===== config.mk =====
export PLATFORM = sky130hd
export DESIGN_NAME = cordic_iterative_engine_flat
export DESIGN_NICKNAME = d
export VERILOG_FILES = /design/src/rtl/cordic_pkg.sv /design/src/rtl/cordic_iterative_engine_if.sv /design/src/rtl/cordic_atan_rom.sv /design/src/rtl/cordic_iterative_engine.sv /design/src/flat_wrapper.sv
export SDC_FILE = /design/constraint.sdc
export NUM_CORES = 2
export LEC_CHECK = 0
export CAP_MARGIN = 40
export CORE_MARGIN = 2
export CORE_UTILIZATION = 50
export CTS_CLUSTER_SIZE = 30
export DETAILED_ROUTE_END_ITERATION = 8
export GPL_TIMING_DRIVEN = 0
export PLACE_DENSITY = 0.7
export SYNTH_ARGS = -nofsm -noshare
export SYNTH_HDL_FRONTEND = slang
export SYNTH_SLANG_ARGS = --single-unit

===== constraint.sdc =====
create_clock -name clock_pulse -period 6.95 [get_ports clock_pulse]
set_input_delay 1.0425 -clock clock_pulse [delete_from_list [all_inputs] [get_ports clock_pulse]]
set_output_delay 1.0425 -clock clock_pulse [all_outputs]
set_load 0.005 [all_outputs]

===== src/rtl/cordic_pkg.sv =====
// Shared CORDIC definitions: FSM states, mode encodings and elaboration-time constant helpers.
package cordic_pkg;

  typedef enum logic [1:0] {
    ST_IDLE  = 2'd0,
    ST_ITER  = 2'd1,
    ST_SCALE = 2'd2,
    ST_DONE  = 2'd3
  } state_e;

  localparam logic MODE_ROTATION  = 1'b0;
  localparam logic MODE_VECTORING = 1'b1;

  localparam real PI = 3.14159265358979323846;

  // Angles use binary units where 1.0 is a full turn, so 90 degrees is a quarter of the scale.
  function automatic int unsigned angle_90(input int unsigned frac_bits);
    return 32'd1 << (frac_bits - 32'd2);
  endfunction

  function automatic int unsigned inv_k(input int unsigned frac_bits);
    real scale;
    scale = real'(64'(1) << frac_bits);
    return unsigned'($rtoi(0.607253 * scale + 0.5));
  endfunction

  function automatic int unsigned atan_entry(input int unsigned frac_bits, input int unsigned idx);
    real scale;
    real ratio;
    scale = real'(64'(1) << frac_bits);
    ratio = 1.0 / real'(64'(1) << idx);
    return unsigned'($rtoi($atan(ratio) / (2.0 * PI) * scale + 0.5));
  endfunction

endpackage


===== src/rtl/cordic_iterative_engine_if.sv =====
// Operand/result handshake bundle between a CORDIC producer/consumer and the engine.
interface cordic_iterative_engine_if #(
  parameter int unsigned W = 25
) ();

  logic                in_valid;
  logic                in_ready;
  logic                mode_in;
  logic signed [W-1:0] x_in;
  logic signed [W-1:0] y_in;
  logic signed [W-1:0] z_in;
  logic                out_valid;
  logic                out_ready;
  logic signed [W-1:0] x_out;
  logic signed [W-1:0] y_out;
  logic signed [W-1:0] z_out;

  modport master (
    output in_valid, mode_in, x_in, y_in, z_in, out_ready,
    input  in_ready, out_valid, x_out, y_out, z_out
  );

  modport slave (
    input  in_valid, mode_in, x_in, y_in, z_in, out_ready,
    output in_ready, out_valid, x_out, y_out, z_out
  );

endinterface


===== src/rtl/cordic_atan_rom.sv =====
// Combinational arctangent table: atan(2^-i) in binary angle units, one entry per micro-rotation.
module cordic_atan_rom
  import cordic_pkg::*;
#(
  parameter int unsigned FRAC_BITS  = 22,
  parameter int unsigned ITERATIONS = 22
) (
  input  logic [$clog2(ITERATIONS)-1:0] idx,
  output logic signed [FRAC_BITS+2:0]   atan_c
);

  localparam int unsigned W = FRAC_BITS + 3;

  logic signed [W-1:0] lut_c [ITERATIONS];

  for (genvar g = 0; g < ITERATIONS; g++) begin : g_lut
    assign lut_c[g] = W'(atan_entry(FRAC_BITS, g));
  end

  assign atan_c = lut_c[idx];

endmodule


===== src/rtl/cordic_iterative_engine.sv =====
// Iterative circular CORDIC (rotation/vectoring) with quadrant pre-rotation, one shared
// shift-add stage and optional 1/K gain compensation behind a valid/ready handshake.
module cordic_iterative_engine
  import cordic_pkg::*;
#(
  parameter int unsigned FRAC_BITS  = 22,
  parameter int unsigned ITERATIONS = 22,
  parameter bit          GAIN_COMP  = 1'b0
) (
  input logic                      clock_pulse,
  input logic                      reset,
  cordic_iterative_engine_if.slave bus
);

  localparam int unsigned W     = FRAC_BITS + 3;
  localparam int unsigned PW    = 2 * W;
  localparam int unsigned CNT_W = $clog2(ITERATIONS);

  localparam logic signed [W-1:0] QUARTER  = W'(angle_90(FRAC_BITS));
  localparam logic signed [W-1:0] INV_K    = W'(inv_k(FRAC_BITS));
  localparam logic [CNT_W-1:0]    LAST_CNT = CNT_W'(ITERATIONS - 1);

  state_e              state;
  state_e              state_n;
  logic signed [W-1:0] x_q, y_q, z_q;
  logic signed [W-1:0] x_n, y_n, z_n;
  logic signed [W-1:0] x_pre, y_pre, z_pre;
  logic signed [W-1:0] x_sh, y_sh;
  logic signed [W-1:0] atan_c;
  logic [CNT_W-1:0]    cnt_q, cnt_n;
  logic                mode_q, mode_n;
  logic                accept_c, handoff_c, last_c, dir_pos_c;

  assign accept_c  = (state == ST_IDLE) && bus.in_valid;
  assign handoff_c = (state == ST_DONE) && bus.out_ready;
  assign last_c    = (cnt_q == LAST_CNT);

  cordic_atan_rom #(
    .FRAC_BITS (FRAC_BITS),
    .ITERATIONS(ITERATIONS)
  ) u_atan_rom (
    .idx   (cnt_q),
    .atan_c(atan_c)
  );

  // State register.
  always_ff @(posedge clock_pulse) begin
    if (reset) state <= ST_IDLE;
    else       state <= state_n;
  end

  // Next-state logic.
  always_comb begin
    state_n = state;
    case (state)
      ST_IDLE:  if (accept_c) state_n = ST_ITER;
      ST_ITER:  if (last_c) state_n = GAIN_COMP ? ST_SCALE : ST_DONE;
      ST_SCALE: state_n = ST_DONE;
      ST_DONE:  if (handoff_c) state_n = ST_IDLE;
      default:  state_n = ST_IDLE;
    endcase
  end

  // Quadrant pre-rotation keeps the residual angle inside the CORDIC convergence range.
  always_comb begin
    x_pre = bus.x_in;
    y_pre = bus.y_in;
    z_pre = bus.z_in;
    if (bus.mode_in == MODE_ROTATION) begin
      if (bus.z_in > QUARTER) begin
        x_pre = -bus.y_in;
        y_pre = bus.x_in;
        z_pre = bus.z_in - QUARTER;
      end else if (bus.z_in < -QUARTER) begin
        x_pre = bus.y_in;
        y_pre = -bus.x_in;
        z_pre = bus.z_in + QUARTER;
      end
    end else if (bus.x_in[W-1]) begin
      if (!bus.y_in[W-1]) begin
        x_pre = bus.y_in;
        y_pre = -bus.x_in;
        z_pre = bus.z_in + QUARTER;
      end else begin
        x_pre = -bus.y_in;
        y_pre = bus.x_in;
        z_pre = bus.z_in - QUARTER;
      end
    end
  end

  assign dir_pos_c = (mode_q == MODE_ROTATION) ? !z_q[W-1] : y_q[W-1];
  assign x_sh      = x_q >>> cnt_q;
  assign y_sh      = y_q >>> cnt_q;

  // Datapath next values: load, micro-rotation step, or gain scaling.
  always_comb begin
    x_n    = x_q;
    y_n    = y_q;
    z_n    = z_q;
    cnt_n  = cnt_q;
    mode_n = mode_q;
    case (state)
      ST_IDLE: begin
        if (accept_c) begin
          x_n    = x_pre;
          y_n    = y_pre;
          z_n    = z_pre;
          cnt_n  = '0;
          mode_n = bus.mode_in;
        end
      end
      ST_ITER: begin
        if (dir_pos_c) begin
          x_n = x_q - y_sh;
          y_n = y_q + x_sh;
          z_n = z_q - atan_c;
        end else begin
          x_n = x_q + y_sh;
          y_n = y_q - x_sh;
          z_n = z_q + atan_c;
        end
        cnt_n = last_c ? '0 : cnt_q + CNT_W'(1);
      end
      ST_SCALE: begin
        x_n = W'((PW'(x_q) * PW'(INV_K)) >>> FRAC_BITS);
        y_n = W'((PW'(y_q) * PW'(INV_K)) >>> FRAC_BITS);
      end
      default: ;
    endcase
  end

  // Working registers and registered handshake/result outputs.
  always_ff @(posedge clock_pulse) begin
    if (reset) begin
      x_q           <= '0;
      y_q           <= '0;
      z_q           <= '0;
      cnt_q         <= '0;
      mode_q        <= MODE_ROTATION;
      bus.in_ready  <= 1'b1;
      bus.out_valid <= 1'b0;
      bus.x_out     <= '0;
      bus.y_out     <= '0;
      bus.z_out     <= '0;
    end else begin
      x_q           <= x_n;
      y_q           <= y_n;
      z_q           <= z_n;
      cnt_q         <= cnt_n;
      mode_q        <= mode_n;
      bus.in_ready  <= (state_n == ST_IDLE);
      bus.out_valid <= (state_n == ST_DONE);
      if ((state != ST_DONE) && (state_n == ST_DONE)) begin
        bus.x_out <= x_n;
        bus.y_out <= y_n;
        bus.z_out <= z_n;
      end
    end
  end

endmodule


===== src/flat_wrapper.sv =====
// flat-port wrapper written by rule: the top's interface ports become plain ports
module cordic_iterative_engine_flat import cordic_pkg::*;
#(
  parameter int unsigned FRAC_BITS  = 22,
  parameter int unsigned ITERATIONS = 22,
  parameter bit          GAIN_COMP  = 1'b0
)
  (clock_pulse, reset, bus_in_valid, bus_mode_in, bus_x_in, bus_y_in, bus_z_in, bus_out_ready, bus_in_ready, bus_out_valid, bus_x_out, bus_y_out, bus_z_out);
  cordic_iterative_engine_if #(.W((FRAC_BITS + 3))) bus_i ();
  input logic clock_pulse;
  input logic reset;
  input wire logic [$bits(bus_i.in_valid)-1:0] bus_in_valid;
  input wire logic [$bits(bus_i.mode_in)-1:0] bus_mode_in;
  input wire logic [$bits(bus_i.x_in)-1:0] bus_x_in;
  input wire logic [$bits(bus_i.y_in)-1:0] bus_y_in;
  input wire logic [$bits(bus_i.z_in)-1:0] bus_z_in;
  input wire logic [$bits(bus_i.out_ready)-1:0] bus_out_ready;
  output wire logic [$bits(bus_i.in_ready)-1:0] bus_in_ready;
  output wire logic [$bits(bus_i.out_valid)-1:0] bus_out_valid;
  output wire logic [$bits(bus_i.x_out)-1:0] bus_x_out;
  output wire logic [$bits(bus_i.y_out)-1:0] bus_y_out;
  output wire logic [$bits(bus_i.z_out)-1:0] bus_z_out;
  assign bus_i.in_valid = bus_in_valid;
  assign bus_i.mode_in = bus_mode_in;
  assign bus_i.x_in = bus_x_in;
  assign bus_i.y_in = bus_y_in;
  assign bus_i.z_in = bus_z_in;
  assign bus_i.out_ready = bus_out_ready;
  assign bus_in_ready = bus_i.in_ready;
  assign bus_out_valid = bus_i.out_valid;
  assign bus_x_out = bus_i.x_out;
  assign bus_y_out = bus_i.y_out;
  assign bus_z_out = bus_i.z_out;
  cordic_iterative_engine #(.FRAC_BITS(FRAC_BITS), .ITERATIONS(ITERATIONS), .GAIN_COMP(GAIN_COMP)) u_core (.clock_pulse(clock_pulse), .reset(reset), .bus(bus_i));
endmodule

==> impl_metrics.yaml <==
global_routing:
  grtUsageTotal_pct: 39.7
  grt_antenna_before_repair: 0
  grt_max_degree: 33
  grt_pass1_wl_um: 238000
  grt-ovfl-total: 0
  grt_pass1_vias: 37200
drt:
  drtPass1Iterations: 8
  wl_per_cell_um: 27.0
  drc: 0
  drt_iter0_markers: 4278
  via_count: 37200
  drtAntennaViolNets: 0
  routed_via_density: 6.20
  wirelength_um: 162000
timing:
  rsz0062_at_grt: "true"
  period_share_pct: 102
  tightestPinTransition_ps: 1240
  hold_viol_final: 0
  finalWorstSetupSlack_ps: -105
  setup_viol: 3
  drv_slew: 0
  fin_setup_tns_ps: -183
  clock.fmax_ghz: 0.142
  slew_headroom_pct: 17.5
  period_needed_ps: 7050
  finalClockSkew_ps: 15.7
synth:
  synth_edf_count: 0
  ys_seq_elements: 160
  synth_cells: 4620
  synth_area_leaders: "fa_1 (26%), ha_1 (17%), dfxtp_1 (8.2%)"
  synth_ff_type: "dfxtp_1"
  seq_area_frac_synth_pct: 8.21
  synth_area_per_cell_um2: 8.45
  synth_area_leader_cell: "fa_1"
  netlist.area_leader.share_pct: 26.4
  async_flop_share_pct: 0
  yosysWarnings: 0
  netlist_area_um2: 39000
  synth.distinct_cells: 90
  syn-num-nets: 5738
placement:
  hpwl_um: 131000
  io_buffers: 141
  post_dp_cell_area_um2: 43000
  gp_congestion: 1.06
outcome:
  outcome: "finished, violations left"
  violations: "negative setup slack"
setup_path:
  reg2reg_to: "u_core.y_q[17]"
  cp-start-kind: "flip-flop"
  endpoint_kind: "flip-flop"
  reg2regPathDepth: 27
  worst_ep_arrival_time_ps: 7420
  crit_required_ps: 7320
  setup.worst_path.class: "reg -> reg"
  crit_path_max_fanout: 7
  rrSetupSlack_ps: -100
  reg2reg_from: "u_core.y_q[9]"
cts:
  clkSinkCount: 160
  cts_tree: "built"
  htreeDepth: 4
  clock-root-buffer: "clkbuf_16"
  cts_buffer_depth: 2
  clock_latency_ps: 470
  cts_made_buffers: 17
  clkTransAtPathRegs_ps: 80
floorplan:
  rows: 102
  core_um2: 77300
  io_pins: 157
  dieHeight_um: 283
  initial_core_util_pct: 50.5
  die-area_um2: 80300
  die_w_um: 283
worst_hold_path:
  hold_end: "u_core.bus.z_out[5]"
  min_path_type: "reg -> reg"
  hold_path_startpoint: "u_core.bus.z_out[5]"
  holdPathStages: 2
final_layout:
  fin_area_um2: 45800
  area_delta_synth_final_pct: 17.4
  fill_cells: 6913
  fin_nets: 6058
  layout_common_cells: "inv_1 (820), fa_1 (513), ha_1 (473)"
  mostFrequentLayoutCell: "inv_1"
  layout-drive-gt1-share_pct: 11.1
flow_run:
  cap_violations: 0
[sequential cells by signal, summed over array words and instances (netlist names)]
register and cells:
u_core.y_q 25, u_core.bus.z_out 25, u_core.z_q 25, u_core.x_q 25
u_core.state 2, u_core.bus.x_out 25, u_core.mode_q 1, u_core.bus.y_out 25
u_core.bus.in_ready 1, u_core.bus.out_valid 1, u_core.cnt_q 5
[worst max-delay path by stage]
stage               slack (ps)                   end             from
finish                    -100        u_core.y_q[17]    u_core.y_q[9]
global route              -300        u_core.y_q[17]    u_core.y_q[1]
CTS                        0.4  u_core.bus.y_out[22]  u_core.cnt_q[0]
detailed placement       -1650  u_core.bus.y_out[22]  u_core.cnt_q[2]
global placement         -2830  u_core.bus.y_out[22]   u_core.y_q[24]
floorplan                   50        u_core.y_q[24]   u_core.y_q[24]
[cells by family after synthesis]
logic type / after synthesis / share of synthesized area (%)
adders and majority gates: 1038 / 43.2
buffers and inverters: 1021 / 9.99
AOI/OAI and AO/OA: 1010 / 16.8
and+or+nand+nor: 1032 / 12.0
xor gates and xnor gates: 248 / 5.56
DFF: 160 / 8.21
muxes: 111 / 4.29
[metrics by stage]
step                hold slack, ps  cells  util, %  setup WS [ps]
CTS                            461   5925     57.2          0.406
finish                         461   5995     59.2           -105
global route                   487   5993     59.2           -296
floorplan                      448   4620        -           46.2
detailed placement             451   5875     55.6          -1650
global placement               442   5801     54.0          -2830
[worst max-delay path: stages, from the launching register on]
cell and delay (ps):
dfxtp_4 370, buf_12 140, ha_4 260, xor2_2 190, ha_2 350, inv_2 40, fa_1 480, inv_1 50
fa_1 460, fa_1 510, fa_1 550, inv_2 40, fa_1 510, inv_2 50, ha_4 260, nand4_1 170
nor2_2 190, or3_1 120, o22a_1 180, nand3_2 130, o22a_1 240, o31a_1 360, buf_6 140, o311ai_4 260
xnor2_2 160, a221oi_4 410, a21oi_1 120, o21a_1 200
[final cells by class]
type,count,area (µm²),area share (%)
clock buffer,17,425,0.929
tap,1040,1300,2.84
antenna,2,5.00,0.0109
buffer,180,835,1.82
inverter,839,3170,6.91
multi-input combinational,3439,33100,72.3
timing repair buffer,303,3430,7.48
clock inverter,15,180,0.393
sequential,160,3350,7.31
[per-layer routing]
layer | share of wire, % | wire length [µm] | vias up | GRT usage (%)
met5 | 0 | 0 | - | 0
met4 | 6.6 | 10700 | 0 | 21.1
met3 | 9.6 | 15500 | 540 | 7.52
met2 | 44 | 71300 | 2129 | 62.3
met1 | 40 | 64100 | 18300 | 52.1
li1 | - | - | 16200 | -
[Yosys cell counts, types with 8 or more instances]
library cell,n
a211o_1,12
a211oi_1,90
a21o_1,59
a21oi_1,299
a221o_1,9
a221oi_1,28
a222oi_1,8
a22oi_1,19
a31oi_1,47
and2_1,21
and3_1,21
buf_1,33
buf_2,13
clkbuf_1,129
dfxtp_1,160
fa_1,514
ha_1,524
inv_1,833
mux2_2,11
mux2i_1,56
mux4_2,41
nand2_1,293
nand2b_1,33
nand3_1,70
nand4_1,17
nor2_1,366
nor2b_1,28
nor3_1,87
nor3b_1,9
nor4_1,14
o2111ai_1,8
o211ai_1,24
o21a_1,37
o21ai_0,180
o21bai_1,18
o221ai_1,32
o22ai_1,43
o31ai_1,21
or3_1,39
xnor2_1,150
xor2_1,98
[timing repair]
item / 4_1_cts / 5_1_grt
hold buffers: 0 / 0
hold endpoints to repair: 0 / 0
cloned: 0 / 1
setup endpoints to repair: 96 / 73
buffers inserted: 20 / 66
pin swaps: 14 / 96
gates resized for setup: 161 / 230
Power is left out: the tool's default activity adds up to more than one toggle a clock period on the data nets, which glitch-free logic cannot reach.
